==> src/rtl/reg_file_sb.sv <==
// rtl/reg_file_sb.sv - multi-read-port register file with write bypass and pending-write scoreboard
//
// Ports:
//   Clock    rising-edge clock
//   Reset    asynchronous active-low reset
//   RAddr    NREAD packed read addresses, port k at [k*RSIZE +: RSIZE]
//   RData    NREAD packed read data, port k at [k*DSIZE +: DSIZE]
//   RBusy    per-port flag: addressed register has an unresolved pending write
//   Wen      write enable; WAddr/WData give the target and value
//   Iss      reserve IssAddr (sets its busy bit)
//   Flush    clear all busy bits, data untouched
//   BusyCnt  registered count of busy registers
module reg_file_sb #(
    parameter int DSIZE    = 16,
    parameter int RSIZE    = 4,
    parameter int NREAD    = 2,
    parameter int BYPASS   = 1,
    parameter int ZERO_REG = 1
) (
    input  logic                     Clock,
    input  logic                     Reset,
    input  logic [NREAD*RSIZE-1:0]   RAddr,
    output logic [NREAD*DSIZE-1:0]   RData,
    output logic [NREAD-1:0]         RBusy,
    input  logic                     Wen,
    input  logic [RSIZE-1:0]         WAddr,
    input  logic [DSIZE-1:0]         WData,
    input  logic                     Iss,
    input  logic [RSIZE-1:0]         IssAddr,
    input  logic                     Flush,
    output logic [RSIZE:0]           BusyCnt
);

    localparam int DEPTH = 1 << RSIZE;
    localparam logic [RSIZE:0] CNT_ONE = (RSIZE+1)'(1);
    localparam logic [RSIZE:0] CNT_MAX = (RSIZE+1)'((ZERO_REG != 0) ? DEPTH - 1 : DEPTH);

    logic [DSIZE-1:0] mem [DEPTH];
    logic [DEPTH-1:0] busy;
    logic [DEPTH-1:0] busy_next;

    logic wr_eff;
    logic iss_eff;
    logic cnt_inc;
    logic cnt_dec;
    logic [RSIZE-1:0] ra;

    // R0 swallows writes and reservations when hardwired; Flush discards a same-cycle issue.
    assign wr_eff  = Wen && !((ZERO_REG != 0) && (WAddr == '0));
    assign iss_eff = Iss && !Flush && !((ZERO_REG != 0) && (IssAddr == '0));

    // Count moves only on real busy-bit transitions, so it tracks the popcount exactly.
    // A write that frees the register being re-reserved this cycle is not a release.
    assign cnt_inc = iss_eff && !busy[IssAddr];
    assign cnt_dec = wr_eff && busy[WAddr] && !(iss_eff && (IssAddr == WAddr));

    always_comb begin
        busy_next = busy;
        if (wr_eff) begin
            busy_next[WAddr] = 1'b0;
        end
        // Issue applied after write so a same-address reservation wins.
        if (iss_eff) begin
            busy_next[IssAddr] = 1'b1;
        end
        if (Flush) begin
            busy_next = '0;
        end
    end

    always_ff @(posedge Clock or negedge Reset) begin
        if (!Reset) begin
            for (int i = 0; i < DEPTH; i++) begin
                mem[i] <= '0;
            end
            busy    <= '0;
            BusyCnt <= '0;
        end else begin
            if (wr_eff) begin
                mem[WAddr] <= WData;
            end
            busy <= busy_next;
            if (Flush) begin
                BusyCnt <= '0;
            end else if (cnt_inc && !cnt_dec && (BusyCnt != CNT_MAX)) begin
                BusyCnt <= BusyCnt + CNT_ONE;
            end else if (cnt_dec && !cnt_inc && (BusyCnt != '0)) begin
                BusyCnt <= BusyCnt - CNT_ONE;
            end
        end
    end

    // Bypass is gated by Reset so reads stay zero while reset is held.
    always_comb begin
        RData = '0;
        RBusy = '0;
        ra    = '0;
        for (int k = 0; k < NREAD; k++) begin
            ra = RAddr[k*RSIZE +: RSIZE];
            if ((ZERO_REG != 0) && (ra == '0)) begin
                RData[k*DSIZE +: DSIZE] = '0;
                RBusy[k]                = 1'b0;
            end else if ((BYPASS != 0) && Reset && wr_eff && (WAddr == ra)) begin
                RData[k*DSIZE +: DSIZE] = WData;
                RBusy[k]                = 1'b0;
            end else begin
                RData[k*DSIZE +: DSIZE] = mem[ra];
                RBusy[k]                = busy[ra];
            end
        end
    end

endmodule

==> config.mk <==
export PLATFORM = sky130hd
export DESIGN_NAME = reg_file_sb
export DESIGN_NICKNAME = d
export VERILOG_FILES = /design/src/rtl/reg_file_sb.sv
export SDC_FILE = /design/constraint.sdc
export NUM_CORES = 1
export LEC_CHECK = 0
export ABC_AREA = 1
export CORE_MARGIN = 2
export CORE_UTILIZATION = 40
export CTS_BUF_LIST = sky130_fd_sc_hd__clkbuf_8 sky130_fd_sc_hd__clkbuf_16
export CTS_CLUSTER_DIAMETER = 80
export DETAILED_ROUTE_END_ITERATION = 10
export GPL_ROUTABILITY_DRIVEN = 0
export PLACE_DENSITY_LB_ADDON = 0.12
export SYNTH_ARGS = -nofsm -noshare
export SYNTH_HDL_FRONTEND = slang
export SYNTH_SLANG_ARGS = --single-unit
export TNS_END_PERCENT = 20
==> constraint.sdc <==
create_clock -name Clock -period 2.9 [get_ports Clock]
set_input_delay 0.725 -clock Clock [delete_from_list [all_inputs] [get_ports Clock]]
set_output_delay 0.725 -clock Clock [all_outputs]
set_load 0.02 [all_outputs]
* Word level (Yosys, flattened, before mapping)
Cells that the tools add are included.
** Cells by class
- Add/sub/neg operators :: 2
- Order comparisons :: 10
- Eq/ne operators :: 4
- Muxes and demuxes :: 35
- Bitwise logic cells :: 6
- Reduce and logical (&&, ||, !) cells :: 30
** Operator list (count)
- bitwise mux 256 bit :: 1
- 2-to-1 mux 16 bit :: 12
- binary-select mux 16 bit (select 4 bit) :: 2
- demux 16 bit (select 4 bit) :: 1
- less-than comparator 4 x 5 -> 1 bit, second input constant :: 4
- logical AND 1 bit :: 17
- AND 16 bit :: 1
- binary-select mux 1 bit (select 4 bit) :: 4
- logical NOT 4 bit :: 4
- inverter 16 bit :: 1
- OR 16 bit :: 1
- greater-or-equal comparator 5 bit, second input constant :: 3
- 2-to-1 mux 5 bit :: 3
- inverter 4 -> 5 bit :: 3
- == test 4 bit :: 3
- 2-to-1 mux 1 bit :: 10
- demux 1 bit (select 4 bit) :: 2
- greater-or-equal comparator 4 x 1 -> 1 bit, second input constant :: 2
- logical NOT 1 bit :: 7
- adder 5 x 1 -> 5 bit, second input constant :: 1
- less-than comparator 5 x 1 -> 1 bit, second input constant :: 1
- != test 5 x 4 -> 1 bit, second input constant :: 1
- nonzero test 5 bit :: 1
- subtractor 5 x 1 -> 5 bit, second input constant :: 1
- nonzero test 3 bit :: 1
** Word-level totals
- Flip-flop bits (word level) :: 277
- Bits of input ports :: 37
- Output and inout bits :: 39
- Logic and storage cells :: 105

* Depth between registers and ports, before layout
Gate-level depths: netlist of run 1.
- Word-level depth :: 11
- Mapped depth :: 22
- Gate-level depth less buffers :: 20

* Worst setup path before layout of run 1
No wires, ideal clock.
- Path type :: input-to-output
- Start :: input RAddr[0]
- End :: output RBusy[0]
- Arrival time :: 2268 ps
- Data required time :: 2175 ps
- Path slack :: -93 ps
- Cell stages on the path :: 8
- Buffers on the path :: 3
- Cell sequence :: buf_4 inv_2 buf_4 buf_4 nand2_1 a221oi_1 nor3_1 nor4_1
** On the way
- Word-level cells in the longest chain between the ends :: 4
- Elaborated cells on any way between the ends :: 7
- Classes of those cells :: eq/ne: 1; mux: 4; reduce/logical: 2
** Ends and longest elaborated chain
- from (decl) :: RTL line 22 : input logic [NREAD*RSIZE-1:0] RAddr,
- binary-select mux 1 bit (select 4 bit) or == test 4 bit (tied branches) :: RTL line 108, 103
- 2-to-1 mux 1 bit (not written as such) or logical AND 1 bit (tied branches) :: RTL line 108, 103
- 2-to-1 mux 1 bit :: RTL line 103 : end else if ((BYPASS != 0) && Reset && wr_eff && (WAddr == ra)) begin
- 2-to-1 mux 1 bit * :: RTL line 100 : if ((ZERO_REG != 0) && (ra == '0)) begin
- to (decl) :: RTL line 24 : output logic [NREAD-1:0] RBusy,
Every way passes the cells marked *; elsewhere a longest branch is shown, timed or not. The select of a mux whose other input is x is not followed.

* Final worst setup path of run 1
- Start :: input WAddr[2]
- End :: output RBusy[0]
** On the way
- Word-level cells in the longest chain between the ends :: 7
- Elaborated cells on any way between the ends :: 8
- Classes of those cells :: eq/ne: 1; mux: 2; reduce/logical: 5
** Ends and longest elaborated chain
- from (decl) :: RTL line 26 : input logic [RSIZE-1:0] WAddr,
- logical NOT 4 bit :: RTL line 49 : assign wr_eff = Wen && !((ZERO_REG != 0) && (WAddr == '0));
- logical NOT 1 bit :: RTL line 49
- logical AND 1 bit :: RTL line 49
- logical AND 1 bit :: RTL line 103
- logical AND 1 bit * :: RTL line 103
- 2-to-1 mux 1 bit * :: RTL line 103
- 2-to-1 mux 1 bit * :: RTL line 100
Every way passes the cells marked *; elsewhere a longest branch is shown, timed or not.

==> results of run 1 <==
cells by family (layout without fill, tap and decap cells):
| family | Yosys count | in the layout | share of synthesized area |
|---|---|---|---|
| compound gates | 878 | 878 | 0.2863 |
| buf+inv | 387 | 641 | 0.09983 |
| xor+xnor | 10 | 10 | 0.005422 |
| flops | 277 | 277 | 0.4291 |
| fa+ha+maj | 5 | 5 | 0.004337 |
| simple gates | 666 | 667 | 0.1750 |
where the power goes:
group / switching (mW) / total, mW / internal [mW]
clock: 1.77 / 4.45 / 2.69
sequential: 0.439 / 5.04 / 4.60
combinational: 1.89 / 3.21 / 1.32
final timing paths:
check	slack (ns)	endpoint	cells after the start	start
max in group asynchronous	1.20	mem[56]	3	Reset
hold reg to reg	0.37	mem[249]	0	mem[249]
setup / recovery	-0.17	RBusy[0]	10	WAddr[2]
hold / removal	0.36	mem[118]	2	Reset
min in group Clock	0.37	mem[249]	0	mem[249]
setup reg to reg	0.50	BusyCnt[4]	20	busy[9]
cells in the final DEF, fill, tap and decap left out, types with 6 or more instances in the layout:
cell	netlist	final
nand2_2	6	8
a21oi_1	275	261
dfrtp_1	277	277
nor2_4	2	8
nor2_2	8	9
a211oi_2	3	21
a21oi_2	0	13
xor2_1	9	6
o21ai_0	515	462
clkinv_2	0	6
clkdlybuf4s50_1	0	25
nand4_1	6	6
buf_12	0	47
nand3_2	1	7
buf_6	5	40
clkbuf_16	0	38
buf_4	10	260
clkbuf_8	0	8
nor2_1	58	51
nand3_1	134	127
o211ai_1	36	36
o21ai_1	9	57
nand2_1	435	431
inv_1	176	182
layer usage:
layer | part of all wire | wire, um
met5 | 0 | 0
met4 | 0.043 | 2817
met3 | 0.088 | 5776
met2 | 0.44 | 28800
met1 | 0.43 | 28090
metrics by stage:
step	TNS [ns]	std cells
after global routing	-5.006	3003
after global placement	-36.72	2905
final	-3.012	3003
after CTS	-2.678	2999
after floorplan	-0.2060	2223
after detailed placement	-37.58	2905
registers in the layout (all words and copies together) (netlist names):
register  count
BusyCnt       5
busy         16
mem         256
Yosys cell counts (all sizes together):
cell type / number / area [sq um]
nand2: 444 / 1704
nand3: 136 / 698.2
o21ai: 524 / 2623
inv: 185 / 694.4
dfrtp: 277 / 6932
nor4: 3 / 18.77
a32oi: 1 / 8.760
o31ai: 1 / 7.510
o211ai: 36 / 270.3
a22oi: 5 / 37.54
xnor2: 1 / 8.760
ha: 4 / 50.05
fa: 1 / 20.02
nor2: 68 / 290.3
buf: 89 / 488.0
xor2: 9 / 78.83
a221oi: 2 / 17.52
clkbuf: 110 / 414.1
nor3: 7 / 62.56
o22ai: 2 / 12.51
a211oi: 30 / 240.2
a21oi: 277 / 1409
nand4: 6 / 37.54
clkinv: 3 / 16.27
and2: 1 / 8.760
nand3b: 1 / 7.510
cell type report:
type / count / area (sq um) / area share
sequential: 277 / 6932 / 0.3226
tap: 525 / 656.9 / 0.03057
clock inverter: 16 / 130.1 / 0.006055
timing repair inverter: 1 / 6.256 / 0.0002911
timing repair buffer: 391 / 3867 / 0.1800
clock buffer: 45 / 1036 / 0.04821
multi-input combinational: 1560 / 8099 / 0.3769
inverter: 188 / 762.0 / 0.03546
what timing repair did:
| item | CTS | global route |
|---|---|---|
| gates cloned | 5 | 1 |
| endpoints found under the setup margin | 34 | 35 |
| pin swaps | 28 | 21 |
| buffers inserted | 28 | 7 |
| resized for setup | 381 | 75 |
worst reg2reg max path, stage by stage, from the launching register on:
cell and delay [ns]:
dfrtp_1 0.43, buf_4 0.17, nand2_1 0.06, nand2_1 0.06, nand2_1 0.06, nand2_1 0.06, nand2_1 0.05, nand2_1 0.07
nor2_4 0.13, inv_2 0.06, nand2_4 0.07, nand2_4 0.08, fa_1 0.40, nand3_1 0.09, nand2_1 0.07, xor2_1 0.17
inv_1 0.06, nand2_1 0.06, nand2_1 0.05, nand2_1 0.06, nand2_1 0.04
==> impl_metrics.yaml, run 1 <==
clock_tree:
  insertion_delay_ns: 0.54
  cts_tree: "done"
  cts_inserted_buffers: 35
  clkSlewWorstSetupHoldPaths_ns: 0.06
  cts_sinks: 277
  clockBufferDepth: 3
  htree_levels: 2
  holdBufCountCts: 0
  clockRootBuffer: "clkbuf_16"
grt:
  grt_pass1_vias: 16430
  track_usage: 0.3131
  grt.met3_usage: 0.06125
  top_usage_layer: "met2"
  grt_max_degree: 65
  overflow: 0
  met1_usage: 0.4312
  grt_antenna_before_repair: 0
  grt_pass1_wl_mm: 99.42
  grtUsageMet2: 0.4808
drt:
  vias: 17130
  wl_per_cell_um: 21.81
  drc: 0
  routed_wl_mm: 65.48
  vias_per_cell: 5.703
  drtIter0Drc: 1811
  firstDrtPassIters: 6
  ant_nets: 0
sta:
  finalCriticalPeriod_ns: 3.069
  tightest_slew_ns: 0.8480
  fin_crit_sh: 1.058
  slew_headroom: 0.4347
  report.final.hold_viol_count: 0
  rsz0062_at_grt: "yes"
  fin_worst_skew_ns: 0.005228
  max_freq_mhz: 325.9
  slew_viol_final: 0
  worst_slack_ns: -0.1689
  setup_viol: 34
  whs_ns: 0.3595
worst_setup_path:
  crit_fanout: 7
  worst_setup_path_end_kind: "primary output"
  critical_path.top_delay_family: "buffers and inverters"
  path_cells: "buf_4 -> nor2_4 -> a21oi_2 -> and2_4 -> nand2_8 -> clkinvlp_4 -> buf_6 -> nor4_4 -> buf_4 -> buf_6"
  slowest_stage: "nor4_4"
  path_class: "in2out"
  cp_num_buf_inv: 5
  arrival_ns: 2.34
  worst_path_largest_cell_delay_ns: 0.24
  cp-start-kind: "input port"
  critPathRequiredTime_ns: 2.17
pwr:
  peakVddDrop_uv: 313.7
  power.leakage_nw: 9.802
  power.density_nw_per_um2: 591.3
  power_mw: 12.71
synth:
  synth_seq_area_share: 0.4291
  ys_seq_elements: 277
  syn_nets: 2265
  syn_inst: 2223
  yosysUniqueCellTypes: 43
  avgSynthCellArea_sq_um: 7.267
  syn-cell-area_sq_um: 16160
  ys_warn_count: 0
layout:
  diodes: 0
  fin_util: 0.5396
  final_cell_area_sq_um: 21490
  area_growth_pct: 33.02
  fillerInstances: 3840
  drive_above_1_share: 0.2143
  finalNetCount: 2496
place:
  place_area_sq_um: 19270
  numPortBuffers: 75
  dp_hpwl_mm: 43.85
  pre_cts_ws_ns: -1.151
die:
  num_rows: 73
  chipHeight_um: 205.0
  io_pins: 76
  die_area_sq_um: 42010
  fp.coreArea_sq_um: 39820
  initial_utilization: 0.4057
  die_w_um: 205.0
worst_hold_path:
  hold_path_class: "in2async"
status:
  outcome: "finished with violations"
  violations: "setup timing"
job:
  maxCapViolations: 0
Power figures use the tool's default switching activity.
==> inputs of run 2 (changes only) <==
==> constraint.sdc (replaced) <==
create_clock -name Clock -period 3.6 [get_ports Clock]
set_input_delay 0.9 -clock Clock [delete_from_list [all_inputs] [get_ports Clock]]
set_output_delay 0.9 -clock Clock [all_outputs]
set_load 0.02 [all_outputs]
==> run 2 against run 1 <==
The flow still finishes with violations (setup timing); setup slack better by 0.16 ns; sequential cell count is the same; non-clock buffer count decreased by 57; critical path type unchanged; largest power group unchanged.
==> impl_metrics.yaml, run 2 (same netlist as run 1, synthesis figures left out) <==
worst_setup_path:
  ff2ff_path_depth: 17
  cp-startpoint: "RAddr[7]"
  worst_setup_path_end_kind: "primary output"
  endpoint: "RData[19]"
  critPathRequiredTime_ns: 2.70
  arrival_ns: 2.71
  r2r_slack_ns: 1.26
  rr_endpoint: "BusyCnt[4]"
  r2r-start: "busy[1]"
  crit_fanout: 5
  path_class: "in2out"
  cp-start-kind: "input port"
grt:
  overflow: 0
  track_usage: 0.3029
  grt_max_degree: 74
  grt_antenna_before_repair: 1
  grt_pass1_vias: 15900
  grt_pass1_wl_mm: 95.98
layout:
  layout_commonest_cell: "o21ai_0"
  largest_reg_flops: 256
  area_growth_pct: 25.53
  final_cell_mix: "o21ai_0 (505), nand2_1 (435), dfrtp_1 (277), a21oi_1 (275), buf_4 (216)"
  multi_input_area_sq_um: 7722
  finalNetCount: 2436
  fillerInstances: 3914
  top_register: "mem"
  drive_above_1_share: 0.1746
  reg_top3: "mem (256), busy (16), BusyCnt (5)"
  ff_latch_area_sq_um: 6932
worst_hold_path:
  hold_path_class: "reg2reg"
clock_tree:
  clockBufferDepth: 3
  cts_inserted_buffers: 34
  cts_sinks: 277
  clkSlewWorstSetupHoldPaths_ns: 0.05
  insertion_delay_ns: 0.55
  htree_levels: 2
  cts_tree: "done"
  clockRootBuffer: "clkbuf_16"
pwr:
  power.leakage_nw: 9.264
  power_mw: 9.865
  peakVddDrop_uv: 251.4
  power.density_nw_per_um2: 486.5
sta:
  fin_worst_skew_ns: 0.01014
  fin_crit_sh: 1.002
  report.final.hold_viol_count: 0
  slew_headroom: 0.3395
  max_freq_mhz: 277.4
  worst_slack_ns: -0.005447
  rsz0062_at_grt: "yes"
  finalCriticalPeriod_ns: 3.605
  slew_viol_final: 0
  tightest_slew_ns: 0.9908
  setup_viol: 1
status:
  outcome: "finished with violations"
  violations: "setup timing"
die:
  fp.coreArea_sq_um: 39820
  io_pins: 76
  die_w_um: 205.0
  die_area_sq_um: 42010
  initial_utilization: 0.4057
  chipHeight_um: 205.0
  num_rows: 73
job:
  maxCapViolations: 0
drt:
  drc: 0
  ant_nets: 0
  vias: 16810
  wl_per_cell_um: 21.76
  drtIter0Drc: 1665
  routed_wl_mm: 64.06
  firstDrtPassIters: 5
  vias_per_cell: 5.710
place:
  dp_hpwl_mm: 42.33
  numPortBuffers: 75
  pre_cts_ws_ns: -0.8537
[run 2: report_power, final]
group	internal [mW]	switching, mW
sequential	3.71	0.352
combinational	0.924	1.43
clock	2.03	1.41
[run 2: what timing repair did]
action	4_1_cts	5_1_grt
pin swaps	5	4
cloned	0	3
gates resized for setup	170	53
buffers inserted	7	4
endpoints found under the setup margin	34	33
hold buffers	0	0
[run 2: how the worst min path moves through the flow]
stage	start	to	slack, ns	cells past startpoint
after floorplan	mem[240]	mem[240]	0.43	1
after global placement	mem[245]	mem[245]	0.36	0
after detailed placement	mem[241]	mem[241]	0.37	0
after CTS	mem[241]	mem[241]	0.38	0
after global routing	mem[243]	mem[243]	0.39	0
final	mem[245]	mem[245]	0.37	0
[run 2: layout make-up]
class | instances | area share
tap | 525 | 0.03239
clock inverter | 17 | 0.007219
sequential | 277 | 0.3418
inverter | 188 | 0.03572
clock buffer | 42 | 0.04738
timing repair buffer | 334 | 0.1544
antenna | 2 | 0.0002468
multi-input combinational | 1559 | 0.3808
[run 2: routing by layer]
layer / routed length, um / track usage
met5: 0 / 0
met4: 2913 / 0.1334
met3: 5565 / 0.05170
met2: 28260 / 0.4698
met1: 27330 / 0.4153
[run 2: through the flow]
stage	std cells	setup TNS (ns)	area (sq um)	util	hold slack (ns)
2_1_floorplan	2223	0	16160	-	0.4290
3_3_place_gp	2869	-22.89	18960	0.4760	0.3649
3_5_place_dp	2869	-23.24	18960	0.4760	0.3656
4_1_cts	2935	-0.3888	20110	0.5050	0.3783
5_1_grt	2942	-0.6408	20270	0.5091	0.3852
6_report	2944	-0.005447	20280	0.5092	0.3742
[run 2: worst max-delay path, stage by stage]
cell             delay [ns]
clkdlybuf4s50_1        0.41
buf_6                  0.15
xor2_1                 0.16
nor3_2                 0.14
nand2_2                0.16
buf_6                  0.17
nand3_1                0.06
a21oi_1                0.05
a211oi_1               0.19
buf_4                  0.17
buf_4                  0.14
